**src/rtl/mux_scan_ctrl.sv**
```systemverilog
// rtl/mux_scan_ctrl.sv - dwell-timed select sweep and sample capture for an 8:1 switch mux
// Define SCAN_DEBOUNCE_EN to debounce the step pushbutton over DB_CYCLES stable cycles.
module mux_scan_ctrl #(
    parameter int unsigned DWELL     = 25_000_000,
    parameter int unsigned DB_CYCLES = 1_000_000
) (
    input  logic       clk,
    input  logic       rst_n,
    input  logic       run,
    input  logic       step,
    input  logic [7:0] mask,
    input  logic       mux_in,
    output logic [2:0] sel,
    output logic [7:0] snap,
    output logic       snap_valid,
    output logic       busy
);
    localparam int unsigned   CW       = (DWELL > 1) ? $clog2(DWELL) : 1;
    localparam logic [CW-1:0] CNT_LAST = CW'(DWELL - 1);

    typedef enum logic [1:0] {S_IDLE, S_DWELL, S_SAMPLE, S_ADVANCE} state_e;

    state_e          state_q, state_d;
    logic [CW-1:0]   cnt_q, cnt_d;
    logic [2:0]      sel_q, sel_d;
    logic [7:0]      acc_q, acc_d;
    logic [7:0]      snap_q, snap_d;
    logic            snap_valid_q, snap_valid_d;
    logic [2:0]      next_sel;

    logic [1:0]      sync_q;
    logic            lvl;
    logic            lvl_prev_q;
    logic            step_evt;

    always_ff @(posedge clk or negedge rst_n) begin
        if (!rst_n) begin
            sync_q     <= '0;
            lvl_prev_q <= 1'b0;
        end else begin
            sync_q     <= {sync_q[0], step};
            lvl_prev_q <= lvl;
        end
    end

`ifdef SCAN_DEBOUNCE_EN
    localparam int unsigned    DBW     = (DB_CYCLES > 1) ? $clog2(DB_CYCLES) : 1;
    localparam logic [DBW-1:0] DB_LAST = DBW'(DB_CYCLES - 1);

    logic [DBW-1:0] db_cnt_q;
    logic           db_q;

    // Debounced level flips only after DB_CYCLES consecutive disagreeing samples.
    always_ff @(posedge clk or negedge rst_n) begin
        if (!rst_n) begin
            db_cnt_q <= '0;
            db_q     <= 1'b0;
        end else if (sync_q[1] == db_q) begin
            db_cnt_q <= '0;
        end else if (db_cnt_q == DB_LAST) begin
            db_cnt_q <= '0;
            db_q     <= sync_q[1];
        end else begin
            db_cnt_q <= db_cnt_q + 1'b1;
        end
    end

    assign lvl = db_q;
`else
    assign lvl = sync_q[1];

    if (DB_CYCLES == 0) begin : g_db_unused
    end
`endif

    assign step_evt = lvl & ~lvl_prev_q;

    // Nearest enabled channel from start, wrapping; incl selects whether start itself qualifies.
    function automatic logic [2:0] find_enabled(input logic [2:0] start,
                                                input logic [7:0] m,
                                                input logic       incl);
        logic [2:0] r;
        logic [2:0] idx;
        r = start;
        for (int k = 8; k >= 0; k--) begin
            idx = start + 3'(k);
            if (m[idx] && !(incl && k == 8) && !(!incl && k == 0))
                r = idx;
        end
        return r;
    endfunction

    always_comb begin
        state_d      = state_q;
        cnt_d        = cnt_q;
        sel_d        = sel_q;
        acc_d        = acc_q;
        snap_d       = snap_q;
        snap_valid_d = 1'b0;
        next_sel     = find_enabled(sel_q, mask, 1'b0);
        case (state_q)
            S_IDLE: begin
                if (mask != 8'h00 && (run || step_evt)) begin
                    sel_d   = find_enabled(sel_q, mask, 1'b1);
                    cnt_d   = '0;
                    state_d = S_DWELL;
                end
            end
            S_DWELL: begin
                if (cnt_q == CNT_LAST) begin
                    cnt_d   = '0;
                    state_d = S_SAMPLE;
                end else begin
                    cnt_d = cnt_q + 1'b1;
                end
            end
            S_SAMPLE: begin
                acc_d[sel_q] = mux_in;
                state_d      = S_ADVANCE;
            end
            S_ADVANCE: begin
                // Wrapping back (or staying on a lone channel) closes the sweep.
                if (next_sel <= sel_q) begin
                    snap_d       = acc_q & mask;
                    snap_valid_d = 1'b1;
                    acc_d        = '0;
                end
                sel_d   = next_sel;
                state_d = (run && mask != 8'h00) ? S_DWELL : S_IDLE;
            end
            default: state_d = S_IDLE;
        endcase
    end

    always_ff @(posedge clk or negedge rst_n) begin
        if (!rst_n) begin
            state_q      <= S_IDLE;
            cnt_q        <= '0;
            sel_q        <= '0;
            acc_q        <= '0;
            snap_q       <= '0;
            snap_valid_q <= 1'b0;
        end else begin
            state_q      <= state_d;
            cnt_q        <= cnt_d;
            sel_q        <= sel_d;
            acc_q        <= acc_d;
            snap_q       <= snap_d;
            snap_valid_q <= snap_valid_d;
        end
    end

    assign sel        = sel_q;
    assign snap       = snap_q;
    assign snap_valid = snap_valid_q;
    assign busy       = (state_q != S_IDLE);

endmodule

```
**config.mk**
```make
export PLATFORM = sky130hd
export DESIGN_NAME = mux_scan_ctrl
export DESIGN_NICKNAME = d
export VERILOG_FILES = /design/src/rtl/mux_scan_ctrl.sv
export SDC_FILE = /design/constraint.sdc
export NUM_CORES = 1
export LEC_CHECK = 0
export CAP_MARGIN = 20
export CORE_MARGIN = 10
export CORE_UTILIZATION = 45
export DETAILED_ROUTE_END_ITERATION = 6
export HOLD_SLACK_MARGIN = 0.1
export PLACE_DENSITY = 0.65
export SLEW_MARGIN = 5
export SYNTH_ARGS = -nofsm -noshare
export SYNTH_HDL_FRONTEND = slang
export SYNTH_SLANG_ARGS = --single-unit
```
**constraint.sdc**
```tcl
create_clock -name clk -period 9.65 [get_ports clk]
set_clock_uncertainty 0.2 [all_clocks]
set_input_delay 1.4475 -clock clk [delete_from_list [all_inputs] [get_ports clk]]
set_output_delay 1.4475 -clock clk [all_outputs]
set_load 0.01 [all_outputs]
```
==> flow_summary.ini <==
[status]
outcome = completed

[sta]
rsz0062_at_grt = no
tightest_slew_ns = 0.878
setup-tns-final_ns = 0
worst_slack_ns = 4.51
setup_viol = 0
hold-worst-slack_ns = 0.163
fin_crit_sh = 0.533
slew_headroom = 0.415
finalWorstPathRequiredPeriod_ns = 5.14
finalHoldViolations = 0
clock.fmax_mhz = 194
slew_violations = 0

[synth]
synth-seq-cells = 50
synth_cells = 367
synth_enable_flop_cells = 0
synth_top_area_frac = 0.358
yosysWarnings = 0
yosys_most_used_dff = dfrtp_1
netlist_area_um2 = 3490
ys_seq_area_frac = 0.358
synth_nets = 395
synthTopCellsByCount = 50 x dfrtp_1, 41 x nand3_1, 33 x nand2_1
async_flop_share = 1.00
yosys-top-cells-area = dfrtp_1 36%, nand3_1 5.9%, mux4_2 5.8%
synth.most_common_cell = dfrtp_1
ys_types = 59
synth.avg_cell_area_um2 = 9.52
synth_top_area_cell = dfrtp_1

[placed_design]
dpl_cell_area_um2 = 3780
place_hpwl_mm = 5.82
gp_congestion = 0.830
io_buffer_count = 25
pre_cts_slack_ns = 4.28
post-place-cells = 478

[worst_hold_path]
hold_class = reg2reg
hold_start = sync_q[0]

[worst_setup_path]
timing.rr.start = sel[0]
worstSetupStartpoint = sel[0]
path_class = reg2reg
path_max_fanout = 25
worstSetupEndpointType = flop
required_ns = 9.67
slowest_delay_ns = 0.92
path_cells = inv_1 -> ha_1 -> mux4_2 -> mux2_4 -> o21ba_1 -> a22oi_1 -> a41oi_2 -> ha_1 -> nor2b_1 -> o21a_1 -> o21ai_0 -> and2_1 -> nand3_1 -> o21ai_0
crit_buf_inv = 1
startpoint_type = flop
crit_path_top_delay_cell = dfrtp_1
crit_family = compound AO/OA/AOI/OAI gates
worstPathArrival_ns = 5.16

[global_route]
grt_pass1_wl_mm = 13.6
grt_max_degree = 51
antenna_found_initial = 0
grt-ovfl-total = 0
grt_pass1_vias = 2708
grt_usage = 0.139

[clock_network]
cts-htree-levels = 2
cts_setup_buffers = 0
path_clk_slew_ns = 0.09
clk_latency_ns = 0.30
clock_sinks = 50
hold_buffers = 0
clockBufferDepth = 2
cts_buffers = 5
cts-root-buf = clkbuf_8
cts_resized = 0
cts_tree = done

[power]
peakVddDrop_uv = 68.2
power_density_nw_per_um2 = 104
p_leak_nw = 1.56
total_power_mw = 0.403

[floorplan]
io_pins = 26
die_w_um = 108
dieArea_um2 = 11700
dieHeight_um = 108
rows = 32
initial_utilization = 0.457
core_area_um2 = 7650

[finish]
antenna_cells = 0
finalInstanceArea_um2 = 3890
area_delta_synth_final_pct = 11.5
final.fill_count = 688
drive_gt1_frac = 0.0990
finalNonFillerCells = 486
final_util = 0.509
final_nets = 411

[drt]
via_per_inst = 5.86
dr.pass1.iters = 4
drtIter0Drc = 147
drcViolationCount = 0
wl_per_cell_um = 16.3
route.antenna.remaining_nets = 0
wirelength_mm = 7.95
vias = 2846

[job]
maxCapViolCount = 0
## final cells by class
class	count	area [um^2]	area share
multi-input cells	281	2080	0.535
flip-flops and latches	50	1250	0.321
repair buffers	26	253	0.0649
well taps	102	128	0.0328
clock buffers	6	72.6	0.0186
inverters	19	71.3	0.0183
clock inverters	2	37.5	0.00964
## cell usage in the layout, fill, tap and decap left out, types with 2 or more instances in the layout
| cell | instances |
|---|---|
| clkbuf_8 | 5 |
| mux4_1 | 2 |
| and2_1 | 6 |
| o21ai_1 | 4 |
| nor2_1 | 20 |
| o21ai_0 | 32 |
| mux2_4 | 3 |
| xor2_1 | 10 |
| ha_1 | 15 |
| or3_1 | 2 |
| nand4_1 | 9 |
| xnor2_1 | 7 |
| o31ai_1 | 5 |
| a31oi_1 | 2 |
| a21oi_1 | 9 |
| a211oi_1 | 2 |
| clkdlybuf4s50_1 | 24 |
| mux2_2 | 6 |
| and3_1 | 7 |
| nor4_1 | 5 |
| a22oi_1 | 4 |
| nand3_1 | 41 |
| a32o_1 | 2 |
| a311oi_1 | 2 |
| nand2b_1 | 2 |
| mux4_2 | 9 |
| nor2b_1 | 6 |
| dfrtp_1 | 50 |
| nor3b_1 | 2 |
| mux2i_1 | 10 |
| inv_1 | 19 |
| nand2_1 | 33 |
## flip-flops by register name, summed over array words and instances (netlist names)
name	count
acc_q	8
cnt_q	25
lvl_prev_q	1
sel	3
snap	8
snap_valid	1
state_q	2
sync_q	2
## worst paths after layout
| kind | depth (start not counted) | end | slack (ns) |
|---|---|---|---|
| setup / recovery | 14 | snap[2] | 4.51 |
| setup reg to reg | 14 | snap[2] | 4.51 |
| min in group asynchronous | 2 | snap[3] | 1.04 |
| hold / removal | 0 | sync_q[1] | 0.16 |
| max in group asynchronous | 2 | cnt_q[3] | 7.78 |
| hold reg to reg | 0 | sync_q[1] | 0.16 |
## cells by family (layout without fill, tap and decap cells)
| family | after synthesis | count (layout) | synth area share |
|---|---|---|---|
| muxes | 31 | 31 | 0.137 |
| buffers and inverters | 36 | 53 | 0.0455 |
| adders and majority gates | 15 | 15 | 0.0537 |
| xor gates and xnor gates | 17 | 17 | 0.0426 |
| DFF | 50 | 50 | 0.358 |
| AOI/OAI and AO/OA | 76 | 76 | 0.153 |
| and+or+nand+nor | 142 | 142 | 0.209 |
## routing by layer
layer | up-vias | track usage | routed length [um]
li1 | 1375 | - | -
met1 | 1375 | 0.194 | 3810
met2 | 85 | 0.212 | 3610
met3 | 11 | 0.0280 | 421
met4 | 0 | 0.0410 | 104
met5 | - | 0 | 0
## report_power, final
group	total [mW]	switching (mW)	internal (mW)
combinational	0.0465	0.0257	0.0208
sequential	0.211	0.00125	0.210
clock	0.146	0.0682	0.0774
total	0.403	0.0951	0.308
Note: power is estimated with default switching activity, not from simulation.
